## src/rtl/cla_seq_add_ctrl.sv

```systemverilog
// rtl/cla_seq_add_ctrl.sv - byte-serial add/sub controller driving an external 8-bit CLA
// One operand byte per CALC cycle, LSB first, with the carry chained through a register.
module cla_seq_add_ctrl #(
  parameter int NBYTES = 4
) (
  input  logic                  clk,
  input  logic                  rst_n,
  input  logic                  in_valid,
  output logic                  in_ready,
  input  logic [8*NBYTES-1:0]   a,
  input  logic [8*NBYTES-1:0]   b,
  input  logic                  sub,
  input  logic                  cin,
  input  logic                  abort,
  output logic [7:0]            cla_a,
  output logic [7:0]            cla_b,
  output logic                  cla_cin,
  input  logic [7:0]            cla_sum,
  input  logic                  cla_cout,
  output logic                  out_valid,
  input  logic                  out_ready,
  output logic [8*NBYTES-1:0]   result,
  output logic                  cout,
  output logic                  ovf,
  output logic                  zero,
  output logic                  busy
);

  localparam int W  = 8 * NBYTES;
  localparam int IW = $clog2(NBYTES);

  typedef enum logic [1:0] {IDLE, CALC, DONE} state_t;

  state_t         state, state_nxt;
  logic [IW-1:0]  idx;
  logic           carry;
  logic [W-1:0]   a_reg, b_reg;
  logic           sub_reg, cin_reg;
  logic [W-1:0]   result_r;
  logic           cout_r, ovf_r, zero_r;
  logic           last;
  logic [7:0]     a_byte, b_byte;
  logic [W-1:0]   result_nxt;

  assign last   = (idx == IW'(NBYTES - 1));
  assign a_byte = a_reg[{idx, 3'b000} +: 8];
  assign b_byte = b_reg[{idx, 3'b000} +: 8];

  always_comb begin
    result_nxt = result_r;
    result_nxt[{idx, 3'b000} +: 8] = cla_sum;
  end

  always_ff @(posedge clk or negedge rst_n) begin
    if (!rst_n) begin
      state <= IDLE;
    end else begin
      state <= state_nxt;
    end
  end

  always_comb begin
    state_nxt = state;
    case (state)
      IDLE: if (in_valid) state_nxt = CALC;
      CALC: begin
        if (abort)     state_nxt = IDLE;
        else if (last) state_nxt = DONE;
      end
      DONE: if (out_ready) state_nxt = IDLE;
      default: state_nxt = IDLE;
    endcase
  end

  always_comb begin
    in_ready  = (state == IDLE);
    out_valid = (state == DONE);
    busy      = (state != IDLE);
    cla_a     = 8'h00;
    cla_b     = 8'h00;
    cla_cin   = 1'b0;
    if (state == CALC) begin
      cla_a   = a_byte;
      cla_b   = sub_reg ? ~b_byte : b_byte;
      // Subtraction is a + ~b + 1, so the first byte always gets a carry-in of 1.
      cla_cin = (idx == '0) ? (sub_reg | cin_reg) : carry;
    end
  end

  always_ff @(posedge clk or negedge rst_n) begin
    if (!rst_n) begin
      idx      <= '0;
      carry    <= 1'b0;
      a_reg    <= '0;
      b_reg    <= '0;
      sub_reg  <= 1'b0;
      cin_reg  <= 1'b0;
      result_r <= '0;
      cout_r   <= 1'b0;
      ovf_r    <= 1'b0;
      zero_r   <= 1'b0;
    end else begin
      if (state == IDLE && in_valid) begin
        a_reg   <= a;
        b_reg   <= b;
        sub_reg <= sub;
        cin_reg <= cin;
        idx     <= '0;
        carry   <= 1'b0;
      end else if (state == CALC && !abort) begin
        result_r <= result_nxt;
        carry    <= cla_cout;
        idx      <= last ? '0 : idx + 1'b1;
        if (last) begin
          cout_r <= cla_cout;
          ovf_r  <= (cla_a[7] == cla_b[7]) && (cla_sum[7] != cla_a[7]);
          zero_r <= (result_nxt == '0);
        end
      end
    end
  end

  assign result = result_r;
  assign cout   = cout_r;
  assign ovf    = ovf_r;
  assign zero   = zero_r;

endmodule

```

## config.mk

```make
export PLATFORM = sky130hd
export DESIGN_NAME = cla_seq_add_ctrl
export DESIGN_NICKNAME = d
export VERILOG_FILES = /design/src/rtl/cla_seq_add_ctrl.sv
export SDC_FILE = /design/constraint.sdc
export NUM_CORES = 1
export LEC_CHECK = 0
export CORE_MARGIN = 3
export CORE_UTILIZATION = 45
export DETAILED_ROUTE_END_ITERATION = 7
export MAX_ROUTING_LAYER = met4
export PLACE_DENSITY_LB_ADDON = 0.05
export SYNTH_ARGS = -nofsm -noshare
export SYNTH_HDL_FRONTEND = slang
export SYNTH_SLANG_ARGS = --single-unit
```

## constraint.sdc

```tcl
create_clock -name clk -period 4.1 [get_ports clk]
set_input_delay 0.41 -clock clk [delete_from_list [all_inputs] [get_ports clk]]
set_output_delay 0.41 -clock clk [all_outputs]
set_load 0.005 [all_outputs]
```

Word level (Yosys, flattened, before mapping)
Index checks and enable logic that the tools add are counted.

storage, ports and cells
  bits in registers = 106
  input port bits = 80
  output and inout bits = 55
  word-level logic and storage cells = 56

cells by class
  $add $sub $neg = 2
  equal/unequal tests = 8
  shift operators = 4
  mux-type cells = 16
  bitwise operators = 3
  reductions and logical operators = 12

operator list
  kind                                                   number
  variable part select 32 x 6 -> 8 bit                   2
  bitwise mux 32 bit                                     1
  logical NOT 32 bit                                     1
  variable shift 8 x 7 -> 32 bit (first input constant)  1
  variable part select 8 x 7 -> 32 bit                   1
  two-way mux 8 bit                                      3
  two-way mux 2 bit                                      7
  NOT 8 bit                                              1
  negator 5 -> 7 bit                                     1
  case mux 2 bit (3 select lines)                        1
  AND reduction 3 bit                                    2
  equality test 2 bit (second input constant)            2
  logical NOT 2 bit                                      2
  two-way mux 1 bit                                      4
  nonzero test 2 bit                                     2
  logical AND 1 bit                                      3
  != test 3 bit (second input constant)                  1
  adder 2 x 1 -> 2 bit (second input constant)           1
  equality test 2 x 1 -> 1 bit (second input constant)   1
  != test 2 x 1 -> 1 bit (second input constant)         1
  != test 2 bit (second input constant)                  1
  AND reduction 2 bit                                    1
  equality test 1 bit                                    1
  logical NOT 1 bit                                      1
  other kinds (3)                                        3

Logic depth before layout (Yosys ltp)
  depth in word-level cells = 6
  gate-level depth with buffers = 10
  mapped depth without buffers = 7

Worst setup path after synthesis
No wires, ideal clock.

  path type = register -> register
  start point = register idx[0]
  end point = register zero_r, in the netlist zero
  library setup time = 0.095 ns
  data arrival time = 2.038 ns
  required time = 4.005 ns
  slack = 1.967 ns
  cell stages (with the launch flop) = 10
  buffers on the path = 3
  period minus slack after synthesis = 2.133 ns
  cells stage by stage = dfrtp_1 > buf_4 > buf_2 > inv_1 > ha_1 > clkbuf_1 > a32o_1 > a211oi_1 > nand4_1 > o31ai_1

on the way
  cells in the longest elaborated chain, start to end = 4

RTL lines
  what                                                                                    line  text
  start: declaration                                                                      35    logic [IW-1:0] idx;
  start signal: assignment                                                                113   idx <= last ? '0 : idx + 1'b1;
  negator 5 -> 7 bit                                                                      51    result_nxt[{idx, 3'b000} +: 8] = cla_sum;
  variable part select 8 x 7 -> 32 bit or variable shift 8 x 7 -> 32 bit (tied branches)  51
  bitwise mux 32 bit                                                                      51
  logical NOT 32 bit                                                                      117   zero_r <= (result_nxt == '0);
  end signal: assignment                                                                  117
  end: declaration                                                                        40    logic cout_r, ovf_r, zero_r;

Parallel ways exist; a longest one is shown, timed or not.
A chain may end at the register's enable or synchronous reset.

Worst setup path after layout
  start point = register idx[0]
  end point = output cla_cin

on the way
  cells in the longest elaborated chain, start to end = 3

RTL lines
  what               line  text
  logical NOT 2 bit  86    cla_cin = (idx == '0) ? (sub_reg | cin_reg) : carry;
  two-way mux 1 bit  86
  two-way mux 1 bit  82    if (state == CALC) begin
  end: declaration   17    output logic cla_cin,

Every way passes these cells.

==> results.py <==
metrics = {
    "clocking": {
        "clockBufferDepth": 2,
        "post_cts_resized": 0,
        "cts_hold_buf": 0,
        "clk_latency_ns": 0.36,
        "post_cts_buffers": 0,
        "cts_sinks": 106,
        "cts_buffers": 9,
        "path_clk_slew_ns": 0.09,
        "cts_tree": "yes",
        "root_buffer": "clkbuf_8",
        "h-tree-depth": 3,
    },
    "critical_path": {
        "crit_fanout": 29,
        "r2r-start": "idx[0]",
        "end_kind": "output pin",
        "cp.arrival_ns": 2.77,
        "worstRegToRegCells": 6,
        "timing.rr.end": "result[12]",
        "cp_data_required_time_ns": 3.69,
        "crit_type": "flop to output pin",
        "r2r_slack_ns": 1.40,
        "startpoint_type": "flop",
    },
    "place": {
        "io_buffer_count": 134,
        "post-place-ws_ns": 1.248,
        "place_area_sq_um": 6307,
        "place_congestion": 0.8327,
        "dpl.hpwl_um": 8039,
    },
    "logic_synthesis": {
        "synth_top_family_by_area": "multiplexers",
        "synth_area_leaders": "dfrtp_1, mux2_2, mux4_2, a22o_1, nor2_1",
        "synth_most_common_cell": "dfrtp_1",
        "synthCells": 364,
        "yosys.area_share.simple_pct": 9.086,
        "synth_compound_area_share_pct": 8.188,
        "synth_edf_count": 0,
        "synthArstFlopShare_pct": 100.0,
        "synthXorXnorAreaFrac_pct": 1.437,
        "synth_area_leader_cell": "dfrtp_1",
        "syn_avg_cell_area_sq_um": 13.39,
        "synth_fp_nets": 450,
        "synthAdderAreaFrac_pct": 1.540,
        "netlist.area_leader.share_pct": 54.41,
        "synth_mux_area_share_pct": 22.87,
        "synthFlopType": "dfrtp_1",
        "ys_ff_latch": 106,
        "synth_cell_type_count": 38,
        "syn_area_sq_um": 4875,
        "ys_warn_count": 0,
        "ys_seq_area_share_pct": 54.41,
        "synthTopCellsByCount": "dfrtp_1, mux2_2, a22o_1",
    },
    "pwr": {
        "power_w": 0.003916,
        "swShare_pct": 31.48,
        "leakage_nw": 2.669,
        "power_density_nw_per_um2": 600.6,
        "pwr-share-clk_pct": 17.3,
        "p_seq_share_pct": 41.9,
        "peakVddDrop_v": 0.0002782,
        "power.internal_w": 0.002683,
        "switchingPower_w": 0.001233,
        "pwr-share-comb_pct": 40.8,
    },
    "route": {
        "drt-total-wl_um": 11220,
        "first_pass_iters": 6,
        "route.met3.wl_um": 637,
        "post_drt_wl_per_cell_um": 17.69,
        "dr.max_layer_used": "met4",
        "via_count": 3427,
        "drc": 0,
        "drtIter0Drc": 158,
        "ant_nets": 0,
        "viasPerCell": 5.405,
        "met2_length_um": 5770,
        "drt-met1-wl_um": 4664,
    },
    "sta": {
        "fin_crit_ns": 3.184,
        "finalSetupViolCount": 0,
        "fin_hold_ws_ns": 0.2204,
        "tns_ns": 0,
        "tightestPinTransition_ns": 1.034,
        "slew_headroom_pct": 31.09,
        "drv_slew": 0,
        "fmax_ghz": 0.3140,
        "clock_skew_ns": 0.01033,
        "post-route-period-util_pct": 77.66,
        "timing.final.ws_setup_ns": 0.9157,
        "grt_setup_unrepaired": "no",
        "hold_viol": 0,
    },
    "finish": {
        "diodes": 0,
        "area_growth_syn_to_layout_pct": 33.75,
        "fillers": 868,
        "drive_gt1_share_pct": 22.69,
        "seq_area_sq_um": 2654,
        "post-route-cell-area_sq_um": 6520,
        "nNetsFinal": 579,
        "multiInputGateArea_sq_um": 2103,
    },
    "die": {
        "die_h_um": 110.1,
        "std_cell_rows": 37,
        "chipWidth_um": 110.1,
        "core_area_sq_um": 10420,
        "start_util_pct": 46.80,
        "pin_count": 135,
        "design.die.area_sq_um": 12120,
    },
    "grt": {
        "grt_pass1_wl_um": 18000,
        "grt_usage_pct": 20.09,
        "overflow": 0,
        "grt_max_degree": 84,
        "antenna_found_initial": 0,
        "grt_pass1_vias": 3509,
    },
    "worst_hold_path": {
        "holdCritPathClass": "input pin to async pin",
    },
    "status": {
        "status": "finished, final reports clean",
    },
    "flow_run": {
        "timing.max_cap.violations": 0,
    },
}
==> power groups by stage <==
stage | clock network, W | registers [W] | logic, W
floorplan | 0 | 0.00152 | 0.00111
global placement | 0 | 0.00166 | 0.00159
detailed placement | 0 | 0.00167 | 0.00162
CTS | 0.000698 | 0.00165 | 0.00162
global route | 0.000739 | 0.00170 | 0.00176
finish | 0.000676 | 0.00164 | 0.00160
==> layer usage <==
metal / track usage (%) / vias to the layer above
met2: 33.71 / 110
met4: 5.076 / 0
li1: - / 1590
met5: - / -
met1: 25.15 / 1713
met3: 3.960 / 14
==> final cells by class <==
cell class / instances / area share (%)
well taps: 136 / 2.610
repair buffers: 137 / 20.88
clock buffers: 11 / 2.322
flip-flops and latches: 106 / 40.70
multi-input cells: 234 / 32.26
inverters: 5 / 0.2879
clock inverters: 5 / 0.9403
==> stage by stage <==
| step | utilization (%) | cells |
|---|---|---|
| floorplan | - | 364 |
| global placement | 60.55 | 618 |
| detailed placement | 60.55 | 618 |
| CTS | 62.59 | 634 |
| global route | 62.59 | 634 |
| finish | 62.59 | 634 |
==> worst max-delay path: stages (launching register included) <==
cell and delay, ns:
dfrtp_2 0.92, inv_1 0.24, ha_1 0.41, a211oi_1 0.25, clkdlybuf4s50_1 0.57
==> worst max path at each step <==
stage	startpoint	endpoint	slack (ns)	cells past startpoint
final	idx[0]	cla_cin	0.92	4
after global routing	idx[0]	cla_cin	0.67	4
after CTS	idx[0]	cla_b[7]	0.84	4
after detailed placement	idx[0]	cla_b[7]	1.25	4
after global placement	idx[0]	cla_b[7]	1.28	4
after floorplan	idx[0]	zero	1.97	9
==> layout by cell type (no fill, tap or decap), types with 4 or more instances in the layout <==
master             n
a21oi_1            6
xnor2_1            8
a22o_1            27
mux4_2            16
mux2_2            67
nor4_1             8
nand2_1           22
nor2b_1            8
o21ai_0           10
buf_4              4
clkdlybuf4s50_1  133
nor2_1            25
ha_1               6
inv_1              5
dfrtp_1          105
clkbuf_8          11
==> kinds of logic after synthesis <==
logic type / Yosys count
compound gates: 54
xor+xnor: 8
buf+inv: 24
flops: 106
mux: 83
fa+ha+maj: 6
simple gates: 83
No activity file was read; power rests on OpenSTA's default activity.
==> variant 1 (config.mk and constraints unchanged) <==
The 3 states of `state_t` get a one-hot encoding in 3 bits.
--- a/src/rtl/cla_seq_add_ctrl.sv
+++ b/src/rtl/cla_seq_add_ctrl.sv
@@ -29,7 +29,7 @@
   localparam int W  = 8 * NBYTES;
   localparam int IW = $clog2(NBYTES);
 
-  typedef enum logic [1:0] {IDLE, CALC, DONE} state_t;
+  typedef enum logic [2:0] {IDLE = 3'b001, CALC = 3'b010, DONE = 3'b100} state_t;
 
   state_t         state, state_nxt;
   logic [IW-1:0]  idx;
Behaviour: same outputs for any inputs over 10 cycles, from zero or initial values and one cycle with rst_n low; not proved beyond that.
==> variant 1 against the unedited design <==
  * Sequential cell count up 1
  * Routed wire length up 1.4%
  * Count of clock-buffer cells in the layout is 1 lower
  * Power fell by 8.9%
  * Clock skew increased by 0.63 ps
  * Critical path depth stayed put
  * Worst setup slack gained 86 ps
  * Global-route usage down 0.15 points
  * Fmax rose by 2.8%
  * Final area up 1.2%
  * Combinational power shrank 26%
  * Register-to-register slack improved by 20 ps
  * Via count shrank 0.85%
  * Area after synthesis grew 1.1%
==> variant 1: results <==
{
  "sh_seq_area": 0.406,
  "skew_ps": 11.0,
  "crit_fanout": 28,
  "fmax_mhz": 323,
  "r2r_end": "zero$_DFFE_PN0P_",
  "use_met2": 0.311,
  "crit_end": "cla_b[7]",
  "grtUsageTotal": 0.199,
  "synth.distinct_cells": 44,
  "m1WireLength_microns": 4970,
  "first_pass_iters": 4,
  "routabilityCongestion": 0.904,
  "final-nonclk-buf-share": 0.209,
  "grt_pass1_wl_microns": 19200,
  "placed_cell_area_sq_um": 6370,
  "cp.arrival_ps": 2690,
  "wl_met2_microns": 5570,
  "slew_headroom": 0.478,
  "outcome": "finished clean",
  "grt_util_met1": 0.261,
  "grt_max_degree": 54,
  "synth_cells": 351,
  "multi_input_area_share": 0.321,
  "buffers_excl_clock": 139,
  "dp.cells": 609,
  "inverters": 6,
  "timing.hold.ws_ps": 61.0,
  "use_met3": 0.0491,
  "clock_cell_area_share": 0.0351,
  "finalWirelength_microns": 11400,
  "viasPerCell": 5.44,
  "p_switching_mw": 1.01,
  "leakagePower_nw": 2.66,
  "grt_pass1_vias": 3693,
  "swShare": 0.283,
  "r2r_setup_slack_ps": 1420,
  "clock_buffers": 10,
  "final_nets": 570,
  "n_fill_cell": 874,
  "ys_top_cells_by_area": "dfrtp_1, mux2_2, mux4_2, a22o_1, ha_1",
  "drt_iter0_markers": 108,
  "num_vias": 3398,
  "synth_nets": 437,
  "cts.sinks": 107,
  "multiInputGateArea_sq_um": 2120,
  "synth_common_cells": "dfrtp_1, mux2_2, a22o_1"
}
## variant 1: changes by cell type in the layout (fill, tap and decap cells not counted), moves of 3 or more
cell,delta
nor2_1,-6
nor3_4,-3
a22o_2,+4
o21ai_0,-6
nor2_4,+5
nand2_1,-14
nor3_1,+3
## variant 1: kinds of logic (layout without fill, tap and decap cells)
| group | after synthesis | count (layout) | share of synthesized area |
|---|---|---|---|
| AOI/OAI and AO/OA | 52 | 52 | 0.0840 |
| xor gates and xnor gates | 8 | 8 | 0.0142 |
| DFF | 107 | 107 | 0.543 |
| and+or+nand+nor | 72 | 72 | 0.0896 |
| buffers and inverters | 23 | 161 | 0.0274 |
| muxes | 83 | 83 | 0.226 |
| adders and majority gates | 6 | 6 | 0.0152 |
## variant 1: worst max-delay path, stage by stage (launching register included)
cell and delay (ps):
dfrtp_2 890, mux4_2 600, xnor2_1 150, nor2_1 150
clkdlybuf4s50_1 540
==> variant 2 (config.mk and constraints unchanged) <==
Without the edit above. `NBYTES`: 4 -> 16.
--- a/src/rtl/cla_seq_add_ctrl.sv
+++ b/src/rtl/cla_seq_add_ctrl.sv
@@ -1,7 +1,7 @@
 // rtl/cla_seq_add_ctrl.sv - byte-serial add/sub controller driving an external 8-bit CLA
 // One operand byte per CALC cycle, LSB first, with the carry chained through a register.
 module cla_seq_add_ctrl #(
-  parameter int NBYTES = 4
+  parameter int NBYTES = 16
 ) (
   input  logic                  clk,
   input  logic                  rst_n,
Interface: changed (resized a, b and result); port bits go from 135 to 423. The function was not compared with the original's and may differ.
==> variant 2 against the unedited design <==
  * Power rose to 3.3 times the old value
  * Hold slack better by 220 ps
  * Worst setup slack got worse by 700 ps
  * Critical path depth rose by 3
  * Final area grew to 3.8 times the old value
  * Critical endpoint is now cla_b[5]
  * Area after synthesis grew to 3.8 times the old value
  * Sequential cell count rose by 290
  * Cell count increased to 3.8 times the old value
  * Global-route usage increased by 6.9 points
  * Routed wire length rose to 5.1 times the old value
==> variant 2: results <==
{
  "outcome": "finished clean",
  "finalWirelength_microns": 56800,
  "use_met2": 0.440,
  "multi_input_area_share": 0.322,
  "cp.arrival_ps": 3480,
  "numCtsBuffers": 43,
  "antenna_cells": 11,
  "synth_cells": 1431,
  "n_fill_cell": 3178,
  "grt_pass1_wl_microns": 86700,
  "leakagePower_nw": 10.0,
  "startpoint": "idx[2]$_DFFE_PN0P_",
  "dp_hpwl_microns": 42300,
  "regArea_sq_um": 9920,
  "skew_ps": 24.9,
  "drive_gt1_frac": 0.257,
  "finish.utilization": 0.618,
  "clock_buffers": 63,
  "portBuffers": 422,
  "grtUsageTotal": 0.270,
  "htree_levels": 2,
  "preCtsSetupSlack_ps": 545,
  "min_path_type": "in2reg",
  "crit_path_max_incr_delay_ps": 770,
  "crit_fanout": 25,
  "ys_ff_latch": 396,
  "ys_seq_area_frac": 0.542,
  "final_nets": 2111,
  "routabilityCongestion": 0.914,
  "num_vias": 13400,
  "buffers_excl_clock": 458,
  "synth_common_cells": "dfrtp_1, mux2_2, nand2_1",
  "first_pass_iters": 5,
  "grt_pass1_vias": 13900,
  "drt_iter0_markers": 965,
  "grt_util_met1": 0.342,
  "grt_max_degree": 107,
  "clock_path_buffers": 3,
  "cts_root_buf": "clkbuf_16"
}
[variant 2: cell types whose count changed after synthesis, sizes merged, moves of 43 or more]
cell,change
nand2,+135
clkbuf,+74
mux2,+237
o21ai,+99
dfrtp,+290
mux4,+43
[variant 2: final timing paths]
path / to / slack (ps) / cells past startpoint
worst min register to register: ovf$_DFFE_PN0P_ / 490 / 2
worst max-delay path: cla_b[5] / 210 / 7
worst min-delay path: state[1]$_DFFE_PN0P_ / 440 / 2
worst max register to register: zero$_DFFE_PN0P_ / 470 / 10
min in group asynchronous: result[119]$_DFFE_PN0P_ / 480 / 2
max in group asynchronous: result[58]$_DFFE_PN0P_ / 2600 / 3
[variant 2: where the power goes]
group | switching (mW) | internal, mW
registers | 0.439 | 4.63
logic | 1.67 | 2.05
clock network | 1.61 | 2.44
[variant 2: kinds of logic after synthesis]
kind of cell	after synthesis	synth area share
AOI/OAI and AO/OA	203	0.0686
xor gates and xnor gates	11	0.00527
adders and majority gates	5	0.00342
buffers and inverters	105	0.0232
DFF	396	0.542
muxes	396	0.278
and+or+nand+nor	315	0.0795
[variant 2: routing by layer]
layer / up-vias / share of wire / routed length (microns)
met1: 6797 / 0.41 / 23500
met4: 0 / 0.027 / 1530
met5: - / 0 / 0
li1: 6042 / - / -
met2: 440 / 0.49 / 28000
met3: 82 / 0.066 / 3740
[variant 2: critical path: cells and delay by family (launching register included)]
kind | cells | cell delay, ps
XOR/XNOR | 1 | 170
AND/OR/NAND/NOR | 2 | 640
buffers and inverters | 1 | 540
flip-flops | 1 | 770
AO/OA/AOI/OAI | 3 | 790
[variant 2: repair_timing]
action,in CTS,in global routing
hold endpoints to repair,102,0
setup buffers,0,0
hold buffers,1,0
